**config.mk**
```make
export PLATFORM = sky130hd
export DESIGN_NAME = tlul_adapter_reg_pipe
export DESIGN_NICKNAME = d
export VERILOG_FILES = /design/src/rtl/tlul_adapter_reg_pipe.sv
export SDC_FILE = /design/constraint.sdc
export NUM_CORES = 1
export LEC_CHECK = 0
export ABC_AREA = 1
export CORE_MARGIN = 2
export CORE_UTILIZATION = 38
export DETAILED_ROUTE_END_ITERATION = 7
export PLACE_DENSITY = 0.78
export SKIP_LAST_GASP = 1
export SYNTH_ARGS = -nofsm -noshare
export SYNTH_HDL_FRONTEND = slang
export SYNTH_SLANG_ARGS = --single-unit
```
**constraint.sdc**
```tcl
create_clock -name clk_i -period 3.7 [get_ports clk_i]
set_input_delay 0.925 -clock clk_i [delete_from_list [all_inputs] [get_ports clk_i]]
set_output_delay 0.925 -clock clk_i [all_outputs]
set_load 0.03 [all_outputs]
```
**src/rtl/tlul_adapter_reg_pipe.sv**
```systemverilog
// tlul_adapter_reg_pipe: pipelined TL-UL to register-port adapter with up to Outstanding
// requests in flight and an in-order response FIFO so the D channel may stall.
module tlul_adapter_reg_pipe #(
    parameter int RegAw         = 8,
    parameter int RegDw         = 32,
    parameter int AccessLatency = 0,
    parameter int Outstanding   = 2,
    parameter int SrcW          = 8
) (
    input  logic               clk_i,
    input  logic               rst_ni,
    input  logic               a_valid_i,
    output logic               a_ready_o,
    input  logic [2:0]         a_opcode_i,
    input  logic [1:0]         a_size_i,
    input  logic [SrcW-1:0]    a_source_i,
    input  logic [31:0]        a_address_i,
    input  logic [3:0]         a_mask_i,
    input  logic [31:0]        a_data_i,
    output logic               d_valid_o,
    input  logic               d_ready_i,
    output logic [2:0]         d_opcode_o,
    output logic [1:0]         d_size_o,
    output logic [SrcW-1:0]    d_source_o,
    output logic [RegDw-1:0]   d_data_o,
    output logic               d_error_o,
    output logic               re_o,
    output logic               we_o,
    output logic [RegAw-1:0]   addr_o,
    output logic [RegDw-1:0]   wdata_o,
    output logic [RegDw/8-1:0] be_o,
    input  logic               busy_i,
    input  logic [RegDw-1:0]   rdata_i,
    input  logic               error_i
);
    localparam int CW = $clog2(Outstanding + 1);
    localparam int PW = Outstanding > 1 ? $clog2(Outstanding) : 1;

    typedef struct packed {
        logic            vld;
        logic [SrcW-1:0] src;
        logic [1:0]      size;
        logic            rd;
        logic            err;
    } tag_t;

    typedef struct packed {
        logic [SrcW-1:0]  src;
        logic [1:0]       size;
        logic             rd;
        logic             err;
        logic [RegDw-1:0] data;
    } rsp_t;

    logic [CW-1:0] cnt, fcnt;
    logic [PW-1:0] wptr, rptr;
    rsp_t          mem [Outstanding];
    rsp_t          rsp_in, head;
    tag_t          tag_in, tag_out;
    logic          accept, push, pop, rd, wr, req_err, push_err;
    logic [3:0]    full_mask;
    logic          unused_addr;

    assign unused_addr = ^a_address_i[31:RegAw];

    assign rd        = a_opcode_i == 3'd4;
    assign wr        = a_opcode_i == 3'd0 || a_opcode_i == 3'd1;
    assign full_mask = a_size_i == 2'd0 ? 4'h1 : a_size_i == 2'd1 ? 4'h3 : 4'hf;
    assign req_err   = ~(rd | wr) | (|a_address_i[1:0]) | (a_size_i == 2'd3)
                     | (a_opcode_i == 3'd0 && a_mask_i != full_mask);

    assign a_ready_o = rst_ni & ~busy_i & (cnt < CW'(Outstanding));
    assign accept    = a_valid_i & a_ready_o;
    assign we_o      = accept & wr & ~req_err;
    assign re_o      = accept & rd & ~req_err;
    assign addr_o    = {a_address_i[RegAw-1:2], 2'b00};
    assign wdata_o   = a_data_i;
    assign be_o      = a_mask_i;
    assign tag_in    = '{vld: accept, src: a_source_i, size: a_size_i, rd: rd, err: req_err};

    generate
        if (AccessLatency == 0) begin : g_nopipe
            assign tag_out = tag_in;
        end else begin : g_pipe
            tag_t pipe [AccessLatency];
            always_ff @(posedge clk_i) begin
                if (!rst_ni) begin
                    for (int i = 0; i < AccessLatency; i++) pipe[i].vld <= 1'b0;
                end else begin
                    pipe[0] <= tag_in;
                    for (int i = 1; i < AccessLatency; i++) pipe[i] <= pipe[i-1];
                end
            end
            assign tag_out = pipe[AccessLatency-1];
        end
    endgenerate

    // error_i only matters when a strobe was issued, i.e. when the tag carries no request error
    assign push     = tag_out.vld;
    assign push_err = tag_out.err | error_i;
    assign rsp_in   = '{src: tag_out.src, size: tag_out.size, rd: tag_out.rd, err: push_err,
                        data: (push_err | ~tag_out.rd) ? {RegDw{1'b1}} : rdata_i};

    assign d_valid_o = rst_ni & (fcnt != '0);
    assign pop       = d_valid_o & d_ready_i;

    always_ff @(posedge clk_i) begin
        if (!rst_ni) begin
            cnt  <= '0;
            fcnt <= '0;
            wptr <= '0;
            rptr <= '0;
        end else begin
            cnt  <= cnt + CW'(accept) - CW'(pop);
            fcnt <= fcnt + CW'(push) - CW'(pop);
            if (push) wptr <= wptr == PW'(Outstanding - 1) ? '0 : wptr + 1'b1;
            if (pop) rptr <= rptr == PW'(Outstanding - 1) ? '0 : rptr + 1'b1;
        end
    end

    always_ff @(posedge clk_i) if (push) mem[wptr] <= rsp_in;

    always_ff @(posedge clk_i) if (rst_ni) assert (!(push && fcnt == CW'(Outstanding) && !pop));

    assign head       = d_valid_o ? mem[rptr] : '0;
    assign d_opcode_o = {2'b00, head.rd};
    assign d_size_o   = head.size;
    assign d_source_o = head.src;
    assign d_data_o   = head.data;
    assign d_error_o  = head.err;
endmodule
```
* Word level (Yosys, flattened, before mapping) *
Memories as Yosys holds them, arrays and structs flattened. A register that Yosys moved wholly into a read port is not among the register bits.
Cells that the tools add are included.

cells by class
  order comparisons = 1
  $add $sub $neg = 6
  muxes and demuxes = 10
  equality and inequality tests = 5
  bitwise logic cells = 19
  reduce and logical (&&, ||, !) cells = 6

operators by type and width
  cell                 count
  $mux 44              1
  $mux 32              1
  $and 1x1->1          9
  $mux 4               2
  $mux 1               6
  $or 1x1->1           6
  $add 2x1->2          2
  $ne 4x4->1           1
  $not 1->1            4
  $sub 2x1->2          2
  $eq 3x1->1 const B   1
  $eq 3x3->1 const B   1
  $logic_not 3->1      1
  $add 1x1->1 const B  2
  $eq 2x1->1 const B   1
  $eq 2x2->1 const B   1
  $logic_not 2->1      1
  $lt 2x2->1 const B   1
  $reduce_bool 2->1    1
  $reduce_or 2->1      1
  $logic_and 1x1->1    1
  $logic_or 1x1->1     1

word-level totals
  memory bits (writable) = 88
  bits of input ports = 119
  output and inout port bits = 94
  memories kept = 1
  word-level logic and storage cells = 52
  register bits after elaboration = 6

memory list
  memory  words  width  read ports  clocked after memory_dff  wr ports  line  RTL
  mem     2      44     1           1                         1         57    rsp_t mem [Outstanding];

* Depth between registers and ports, before layout *
  depth in word-level cells = 10
  depth in mapped cells = 10
  depth with buffers taken out = 10

* Least setup slack after synthesis *
OpenSTA, ideal clock, no wires.

  kind = in2reg
  start = input busy_i
  end = memory mem[1][0] (netlist name), enable pin
  path slack = -604 ps
  required time = 3253 ps
  stages on the path = 3
  data arrival time = 3857 ps
  buffers on the path = 0
  setup time = 447 ps
  cells stage by stage = nor3_1 > nand2_1 > nor2_1

on the way
  word-level cells in the longest chain between the ends = 6

ends and longest elaborated chain
  element                       line  RTL
  from (decl)                   32    input logic busy_i,
  $not 1->1                     72    assign a_ready_o = rst_ni & ~busy_i & (cnt < CW'(Outstanding));
  $and 1x1->1 (2 in series)     72
  $and 1x1->1                   73    assign accept = a_valid_i & a_ready_o;
  $mux 1                        121   always_ff @(posedge clk_i) if (push) mem[wptr] <= rsp_in;
  $mux 1 (not written as such)  121
  to (decl)                     57

Every way passes these cells.

* Worst setup path in the final report *
  start = input rst_ni
  end = output d_data_o[11]

on the way
  word-level cells in the longest chain between the ends = 2

ends and longest elaborated chain
  element      line  RTL
  from (decl)  11    input logic rst_ni,
  $and 1x1->1  104   assign d_valid_o = rst_ni & (fcnt != '0);
  $mux 44      125   assign head = d_valid_o ? mem[rptr] : '0;
  to (decl)    25    output logic [RegDw-1:0] d_data_o,

Every way passes these cells.

==> results_dict.tcl <==
set metrics [dict create \
    max_freq_ghz 0.2815 \
    critPathMaxFanout 14 \
    via_per_inst 4.564 \
    dpl_cell_area_sq_um 5618 \
    cp-start-kind "primary input" \
    layout.nets 607 \
    r2r-end "cnt[1]" \
    r2r_slack_ns 1.53 \
    seq_area_frac_synth_pct 59.12 \
    ctsResizeCount 0 \
    dominantRegCellSynth "edfxtp_1" \
    die_x_um 115.3 \
    drt-wirelength-per-cell_um 14.44 \
    num_rows 40 \
    timing.final.ws_setup_ns 0.1475 \
    diodes 0 \
    drtIter0Drc 150 \
    cts_tree "yes" \
    skew_ns 0.004458 \
    cts_hold_buffers 0 \
    async_flop_share_pct 0 \
    rsz0062_at_grt "false" \
    preCtsSetupSlack_ns 0.1088 \
    clkTransAtPathRegs_ns 0.06 \
    ys_seq_elements 95 \
    worstPathRequired_ns 2.77 \
    end_kind "primary output" \
    cellPowerDensity_nw_per_um2 415.6 \
    hold_violations 0 \
    synth_edf_count 88 \
    dpl.hpwl_um 6430 \
    drive_gt1_share_pct 24.69 \
    layout_min_cycle_time_ns 3.552 \
    gp_congestion 0.7478 \
    vias 3003 \
    grt_max_degree 35 \
    io_pins 213 \
    synthesis.area_sq_um 4707 \
    insertion_delay_ns 0.33 \
    yosysTopAreaCell "edfxtp_1" \
    ys_types 24 \
    tns_ns 0 \
    firstDrtPassIters 5 \
    fillers 1097 \
    root_buffer "clkbuf_16" \
    numPortBuffers 108 \
    die-area_sq_um 13290 \
    cts_buffer_depth 2 \
    htreeDepth 3 \
    antenna_found_initial 0 \
    grt_pass1_wl_um 15080 \
    worstPathArrival_ns 2.63 \
    drc 0 \
    post_synth_main_area_contributors "edfxtp_1 (56%), mux2_2 (11%), buf_4 (7.3%)" \
    syn_avg_cell_area_sq_um 11.37 \
    timing.rr.start "fcnt[1]" \
    cp-endpoint "d_data_o[11]" \
    stdcell_area_sq_um 5907 \
    critPathLaunch "rst_ni" \
    hold_slack_ns 0.4531 \
    maxCapViolations 0 \
    gr-total-overflow 0 \
    grt_pass1_vias 3112 \
    yosysWarnings 0 \
    period_share_pct 96.01 \
    core_region_area_sq_um 12060 \
    die_h_um 115.3 \
    reg2reg_depth 11 \
    synth_cells 414 \
    worstSetupPathType "in -> out" \
    synth_top_area_share_pct 56.14 \
    ir_worst_vdd_v 0.0001706 \
    drv_slew 0 \
    postCtsSetupBuffers 0 \
    cts_inserted_buffers 9 \
    cts_sinks 95 \
    grt_use_total_pct 14.87 \
    post-route-util_pct 48.97 \
    start_util_pct 39.02 \
    worstHoldPathType "reg -> reg" \
    status "complete, no violations" \
    setup_viol 0 \
    syn2layout_area_growth_pct 25.49 \
    ant_nets 0 \
    p_leak_nw 2.592 \
    finalWirelength_um 9500 \
]
## synth_stat cells (3+ instances only)
cell	instances
ha_1	3
buf_2	12
inv_1	86
o21ai_0	3
buf_4	46
dfxtp_1	7
nand4_1	28
nor2_1	14
xor2_1	3
buf_6	3
clkbuf_1	3
nand2_1	57
mux2_2	44
nand4_2	4
edfxtp_1	88
## report_power, final
| group | internal (mW) | leakage, nW | switching, mW |
|---|---|---|---|
| Sequential | 1.19 | 0.893 | 0.0122 |
| Combinational | 0.159 | 1.56 | 0.194 |
| Clock | 0.522 | 0.142 | 0.378 |
## worst max-delay path, cell delays in order
cell and delay (ns):
clkdlybuf4s50_1 0.49, inv_2 0.06, nor2_4 0.31, nand2_1 0.11, inv_1 0.06, clkdlybuf4s50_1 0.66
## logic make-up after synthesis
kind of cell / Yosys count / share of synthesized area (%)
xor+xnor: 3 / 0.5583
compound gates: 6 / 0.8772
fa+ha+maj: 3 / 0.7975
buf+inv: 151 / 16.51
simple gates: 111 / 11.54
mux: 44 / 10.53
other cells: 1 / 0.07967
flops: 95 / 59.12
## layer usage
metal | vias up | GRT usage, % | part of all wire (%)
li1 | 1451 | - | -
met1 | 1416 | 17.54 | 41
met2 | 100 | 25.06 | 50
met3 | 36 | 3.005 | 5.2
met4 | 0 | 8.996 | 3.5
met5 | - | 0 | 0
## worst min path at each step
stage                  from  endpoint  slack (ns)  cells after the start
global placement    fcnt[1]   fcnt[1]        0.44                      1
global route        fcnt[1]   fcnt[1]        0.47                      1
floorplan           fcnt[1]   fcnt[1]        0.42                      1
detailed placement  fcnt[1]   fcnt[1]        0.44                      1
finish              fcnt[1]   fcnt[1]        0.45                      1
CTS                 fcnt[1]   fcnt[1]        0.45                      1
## cell usage in the layout, fill, tap and decap left out, types with 2 or more instances in the layout
cell and n:
dfxtp_1 6, xor2_1 3, edfxtp_1 88, clkbuf_16 9, conb_1 4, nor3_1 2, nor2_1 12, or2_2 2
nor2_4 4, a21oi_1 2, o21ai_0 3, clkdlybuf4s50_1 72, ha_1 3, nand2_1 57, nand4_2 4, clkinv_1 2
buf_4 47, buf_12 2, nand4_1 28, mux2_2 44, inv_1 86
## layout make-up
class / count / area, sq um / share of cell area [%]
repair buffers: 121 / 1114 / 18.85
multi-input cells: 171 / 1184 / 20.04
well taps: 168 / 210.2 / 3.559
flip-flops and latches: 95 / 2784 / 47.13
clock buffers: 10 / 229.0 / 3.876
clock inverters: 6 / 60.06 / 1.017
inverters: 87 / 326.6 / 5.528
## sequential cells by signal, summed over array words and instances, names as in the netlist, named ones only
register	count
cnt	2
fcnt	2
mem	88
rptr	1
wptr	1
## metrics by stage
| step | std cells | total power [mW] |
|---|---|---|
| 3_3_place_gp | 642 | 1.576 |
| 3_5_place_dp | 642 | 1.582 |
| 6_report | 658 | 2.455 |
| 4_1_cts | 658 | 2.489 |
| 5_1_grt | 658 | 2.557 |
| 2_1_floorplan | 417 | 1.505 |
No activity file was read; power rests on OpenSTA's default activity.
